**config.mk**
```make
export PLATFORM = sky130hd
export DESIGN_NAME = c16_reset_seq
export DESIGN_NICKNAME = d
export VERILOG_FILES = /design/src/rtl/c16_reset_seq.sv
export SDC_FILE = /design/constraint.sdc
export NUM_CORES = 1
export LEC_CHECK = 0
export ABC_AREA = 1
export BUFFER_PORTS_ARGS = -buffer_cell sky130_fd_sc_hd__buf_2
export CAP_MARGIN = 20
export CORE_ASPECT_RATIO = 1.1
export CORE_MARGIN = 4
export CORE_UTILIZATION = 40
export CTS_BUF_LIST = sky130_fd_sc_hd__clkbuf_4
export CTS_CLUSTER_SIZE = 25
export DETAILED_ROUTE_END_ITERATION = 16
export PLACE_DENSITY = 0.59
export SYNTH_ARGS = -nofsm -noshare
export SYNTH_HDL_FRONTEND = slang
export SYNTH_SLANG_ARGS = --single-unit
```
**constraint.sdc**
```tcl
create_clock -name clk28_i -period 3.53 [get_ports clk28_i]
set_input_delay 0 -clock clk28_i [delete_from_list [all_inputs] [get_ports clk28_i]]
set_output_delay 0 -clock clk28_i [all_outputs]
set_load 0.005 [all_outputs]
```
**src/rtl/c16_reset_seq.sv**
```systemverilog
// Reset sequencer: filtered, maskable requests, staggered channel release, sticky cause (watchdog under RST_WDOG_EN).
// Request edge to all-asserted is FILT_LEN+1 cycles; channel k releases HOLD_CYCLES+1+k*STAGGER after the last trigger; no backpressure.
module c16_reset_seq #(
  parameter int NSRC        = 2,
  parameter int NCH         = 3,
  parameter int CNT_W       = 24,
  parameter int HOLD_CYCLES = 16777215,
  parameter int STAGGER     = 1024,
  parameter int FILT_LEN    = 4,
  parameter int WDOG_CYCLES = 28375168
) (
  input  logic            clk28_i,
  input  logic            reset_i,
  input  logic [NSRC-1:0] req_i,
  input  logic [NSRC-1:0] req_mask_i,
  input  logic            cause_clr_i,
  input  logic            wdog_kick_i,
  output logic [NCH-1:0]  rst_out_o,
  output logic            busy_o,
  output logic [NSRC+1:0] cause_o
);

  localparam int CH_W = (NCH > 1) ? $clog2(NCH) : 1;

  if (NSRC < 1 || NCH < 1) begin : g_bad_width
    $error("c16_reset_seq: NSRC and NCH must be at least 1");
  end
  if (HOLD_CYCLES < 1 || longint'(HOLD_CYCLES) > (longint'(1) << CNT_W) - 1) begin : g_bad_hold
    $error("c16_reset_seq: HOLD_CYCLES must be in 1..2^CNT_W-1");
  end
  if (STAGGER < 1 || longint'(STAGGER) > (longint'(1) << CNT_W) - 1) begin : g_bad_stagger
    $error("c16_reset_seq: STAGGER must be in 1..2^CNT_W-1");
  end
  if (FILT_LEN < 1 || FILT_LEN > 15) begin : g_bad_filt
    $error("c16_reset_seq: FILT_LEN must be in 1..15");
  end
  if (WDOG_CYCLES < 1) begin : g_bad_wdog
    $error("c16_reset_seq: WDOG_CYCLES must be at least 1");
  end

  typedef enum logic [1:0] {ST_IDLE, ST_ASSERT, ST_RELEASE} state_t;

  state_t            state_q;
  logic [CNT_W-1:0]  cnt_q;
  logic [CH_W-1:0]   ch_q;
  logic [NCH-1:0]    rst_q;
  logic              busy_q;
  logic [NSRC+1:0]   cause_q;

  logic [NSRC-1:0][3:0] filt_q, filt_d;
  logic [NSRC-1:0]      trig_q, trig_d;
  logic [NSRC-1:0]      req_act;
  logic                 wdog_fire;
  logic [NSRC+1:0]      trig_all;
  logic                 any_trig;
  logic [CNT_W-1:0]     rel_tgt;

  assign req_act = req_i & ~req_mask_i;

  // trig_d fires on the step into FILT_LEN, so a held request cannot retrigger
  always_comb begin
    filt_d = filt_q;
    trig_d = '0;
    for (int i = 0; i < NSRC; i++) begin
      if (!req_act[i]) begin
        filt_d[i] = '0;
      end else if (filt_q[i] != 4'(FILT_LEN)) begin
        filt_d[i] = filt_q[i] + 4'd1;
        trig_d[i] = (filt_q[i] == 4'(FILT_LEN - 1));
      end
    end
  end

  always_ff @(posedge clk28_i) begin
    if (reset_i) begin
      filt_q <= '0;
      trig_q <= '0;
    end else begin
      filt_q <= filt_d;
      trig_q <= trig_d;
    end
  end

`ifdef RST_WDOG_EN
  localparam int WD_W = $clog2(WDOG_CYCLES + 1);
  logic [WD_W-1:0] wdog_q;

  assign wdog_fire = (state_q == ST_IDLE) && (wdog_q == WD_W'(WDOG_CYCLES - 1)) && !wdog_kick_i;

  always_ff @(posedge clk28_i) begin
    if (reset_i || wdog_kick_i || (state_q != ST_IDLE) || wdog_fire) begin
      wdog_q <= '0;
    end else begin
      wdog_q <= wdog_q + WD_W'(1);
    end
  end
`else
  logic unused_wdog_kick;
  assign unused_wdog_kick = wdog_kick_i;
  assign wdog_fire        = 1'b0;
`endif

  assign trig_all = {wdog_fire, trig_q, 1'b0};
  assign any_trig = |trig_all;

  // Channel 0 drops the cycle after RELEASE entry; later channels wait a full STAGGER
  assign rel_tgt = (ch_q == '0) ? '0 : CNT_W'(STAGGER - 1);

  always_ff @(posedge clk28_i) begin
    if (reset_i) begin
      state_q <= ST_ASSERT;
      cnt_q   <= '0;
      ch_q    <= '0;
      rst_q   <= '1;
      busy_q  <= 1'b1;
      cause_q <= {{(NSRC+1){1'b0}}, 1'b1};
    end else begin
      cause_q <= (cause_clr_i ? '0 : cause_q) | trig_all;
      if (any_trig) begin
        state_q <= ST_ASSERT;
        cnt_q   <= '0;
        ch_q    <= '0;
        rst_q   <= '1;
        busy_q  <= 1'b1;
      end else begin
        case (state_q)
          ST_IDLE: begin
            rst_q  <= '0;
            busy_q <= 1'b0;
          end
          ST_ASSERT: begin
            if (cnt_q == CNT_W'(HOLD_CYCLES - 1)) begin
              state_q <= ST_RELEASE;
              cnt_q   <= '0;
              ch_q    <= '0;
            end else begin
              cnt_q <= cnt_q + CNT_W'(1);
            end
          end
          ST_RELEASE: begin
            if (cnt_q == rel_tgt) begin
              rst_q[ch_q] <= 1'b0;
              cnt_q       <= '0;
              if (ch_q == CH_W'(NCH - 1)) begin
                state_q <= ST_IDLE;
                busy_q  <= 1'b0;
              end else begin
                ch_q <= ch_q + CH_W'(1);
              end
            end else begin
              cnt_q <= cnt_q + CNT_W'(1);
            end
          end
          default: begin
            state_q <= ST_IDLE;
            rst_q   <= '0;
            busy_q  <= 1'b0;
          end
        endcase
      end
    end
  end

  assign rst_out_o = rst_q;
  assign busy_o    = busy_q;
  assign cause_o   = cause_q;

endmodule

```
==> results.py <==
metrics = {
    "worst_setup_path": {
        "cp-endpoint": "cnt_q[16]$_SDFFE_PP0P_",
        "r2r_slack_ps": 1590,
        "crit_fanout": 6,
        "cp_cell_sequence": "inv_1 -> ha_1 -> nand2_1 -> nor2_2 -> nand2_1 -> nor2_1 -> xor2_1 -> nand3_1 -> inv_1",
        "worstPathRequired_ps": 3830,
        "startpoint_type": "flip-flop",
        "critPathTopFamily": "simple AND/OR/NAND/NOR gates",
        "r2r_start": "state_q[0]$_SDFFE_PP1P_",
        "arrival_ps": 2240,
        "worstSetupPathType": "flip-flop to flip-flop",
        "cp-end-kind": "flip-flop",
        "cp.depth": 9,
        "cp_num_buf_inv": 2,
        "startpoint": "state_q[0]$_SDFFE_PP1P_",
        "slowest_stage": "ha_1",
        "reg2regPathDepth": 9,
        "slowest_delay_ps": 440,
        "r2r-end": "cnt_q[16]$_SDFFE_PP0P_",
    },
    "synthesis": {
        "synth-seq-cells": 45,
        "synthesis.nets": 351,
        "synth_cells": 331,
        "seq_area_frac_synth_pct": 37.7,
        "synth_cell_types": 33,
        "avgSynthCellArea_um2": 7.21,
        "synthFlopType": "dfxtp_1",
        "synth_edf_count": 0,
        "syn_area_um2": 2390,
        "yosys_warnings": 0,
        "async_reset_ff_share_pct": 0,
    },
    "floorplan": {
        "core_um2": 5770,
        "initial_core_util_pct": 41.4,
        "io_pins": 16,
        "dieArea_um2": 7270,
        "dieHeight_um": 89.0,
        "die_x_um": 81.7,
        "std_cell_rows": 29,
    },
    "clock_network": {
        "cts-root-buf": "clkbuf_4",
        "cts_buffer_depth": 2,
        "cts-resized-gates": 0,
        "htreeDepth": 2,
        "clkLatencyLatePin_ps": 360,
        "cts.clk_slew.worst_paths_ps": 120,
        "numCtsBuffers": 5,
        "tritoncts": "built",
        "cts.sinks": 45,
        "cts_setup_buffers": 0,
    },
    "power_and_ir_drop": {
        "vdd_drop_max_mv": 0.158,
        "power_density_nw_per_um2": 303,
        "power_w": 0.000806,
        "p_leak_nw": 1.18,
    },
    "layout": {
        "multi_input_area_um2": 1280,
        "n_fill_cell": 593,
        "layout-drive-gt1-share_pct": 10.9,
        "antennaDiodeCount": 0,
        "area_growth_pct": 11.3,
        "finish.net_count": 376,
        "layout_common_cells": "nand2_1 (66), nor2_1 (54), dfxtp_1 (45)",
        "layout_commonest_cell": "nand2_1",
        "ff_latch_area_um2": 901,
    },
    "detailed_routing": {
        "vias_per_cell": 4.62,
        "dr.first_iter.drc_count": 72,
        "dr_total_vias": 2006,
        "remaining_drc_errors": 0,
        "antenna_left": 0,
        "drtPass1Iterations": 4,
        "routedWlPerCell_um": 10.9,
        "drt-total-wl_mm": 4.75,
    },
    "placement": {
        "hpwl_mm": 3.52,
        "gp_congestion": 0.867,
        "io_buffer_count": 13,
    },
    "timing": {
        "maxSlewViolCount": 0,
        "finalSetupViolCount": 0,
        "rsz0062_at_grt": "no",
        "finalCritPeriodShare_pct": 54.9,
        "finalSetupTns_ps": 0,
        "skew_ps": 18.4,
        "max_freq_ghz": 0.516,
        "period_minus_slack_ps": 1940,
        "final_hold_viol_count": 0,
    },
    "grt": {
        "overflow": 0,
        "grt_pass1_vias": 1987,
        "grt_pass1_wl_mm": 8.42,
        "grt_max_degree": 21,
        "antenna_found_initial": 0,
        "grt_usage_pct": 14.7,
    },
    "hold_path": {
        "hold_depth": 1,
        "hold_class": "flip-flop to flip-flop",
    },
    "status": {
        "status": "finished clean",
    },
    "run": {
        "max_cap_violations": 0,
    },
}
cells in the mapped netlist, drive strengths merged, types with 2 or more instances:
cell type | instances | area, um2
nor2 | 60 | 245
nand3 | 29 | 168
buf | 4 | 35.0
xor2 | 15 | 131
a21oi | 12 | 60.1
inv | 45 | 169
o211ai | 2 | 15.0
ha | 12 | 150
dfxtp | 45 | 901
nand4 | 5 | 31.3
o21ai | 10 | 50.1
nor3 | 7 | 45.0
nand2 | 71 | 284
xnor2 | 5 | 43.8
cell families after synthesis:
group | Yosys count | synth area share (%)
AND/OR/NAND/NOR | 177 | 33.8
buffers and inverters | 49 | 8.54
flip-flops | 45 | 37.7
AO/OA/AOI/OAI | 27 | 6.18
XOR/XNOR | 20 | 7.34
adder cells (fa/ha/maj) | 12 | 6.29
other | 1 | 0.157
routing by layer:
| layer | vias to the layer above | GRT usage, % | share of wire [%] | routed length, um |
|---|---|---|---|---|
| li1 | 1084 | - | - | - |
| met1 | 882 | 17.1 | 47 | 2240 |
| met2 | 31 | 26.4 | 48 | 2280 |
| met3 | 9 | 2.42 | 2.8 | 132 |
| met4 | 0 | 6.50 | 2.1 | 99 |
| met5 | - | 0 | 0 | 0 |
through the flow:
step / hold slack, ps / setup slack, ps / util, % / cells / cell area, um2
2_1_floorplan: 72.4 / 1900 / - / 331 / 2390
3_3_place_gp: 247 / 1590 / 43.7 / 418 / 2520
3_5_place_dp: 246 / 1600 / 43.7 / 418 / 2520
4_1_cts: 392 / 1550 / 46.0 / 434 / 2660
5_1_grt: 443 / 1340 / 46.0 / 434 / 2660
6_report: 428 / 1590 / 46.0 / 434 / 2660
cell type report:
class	count	area share (%)
Clock buffer	6	1.70
Clock inverter	2	0.377
Inverter	45	6.36
Multi-Input combinational cell	237	48.3
Sequential cell	45	33.9
Tap cell	77	3.63
Timing Repair Buffer	22	5.75
worst min path at each step:
stage	start	to	slack, ps
3_3_place_gp	reset_i	cause_o[1]$_SDFF_PP0_	250
5_1_grt	reset_i	cause_o[1]$_SDFF_PP0_	440
3_5_place_dp	reset_i	cause_o[2]$_SDFF_PP0_	250
2_1_floorplan	reset_i	cause_o[1]$_SDFF_PP0_	70
4_1_cts	reset_i	cause_o[1]$_SDFF_PP0_	390
6_report	filt_q[3]$_SDFFE_PP0N_	trig_q[0]$_SDFF_PP0_	430
repair_timing:
item / 4_1_cts / 5_1_grt
endpoints found under the setup margin: 0 / 0
hold buffers: 8 / 0
hold endpoints to repair: 8 / 0
worst reg2reg max path, cell delays in order, from the launching register on:
cell     delay (ps)
dfxtp_1         370
inv_1            70
ha_1            440
nand2_1         150
nor2_2          240
nand2_1         130
nor2_1          170
xor2_1          170
nand3_1          90
inv_1            60
registers in the layout, indices dropped and copies added (netlist names):
signal / cells
busy_o: 1
filt_q: 8
trig_q: 2
state_q: 2
ch_q: 2
cause_o: 3
cnt_q: 24
rst_out_o: 3
power by group:
part / switching (W) / leakage (nW) / internal [W] / total [W]
logic: 0.0000205 / 0.777 / 0.0000184 / 0.0000390
registers: 0.00000594 / 0.364 / 0.000513 / 0.000519
clock network: 0.000164 / 0.0354 / 0.0000839 / 0.000248
total: 0.000191 / 1.18 / 0.000615 / 0.000806
Note: power is estimated with default switching activity, not from simulation.
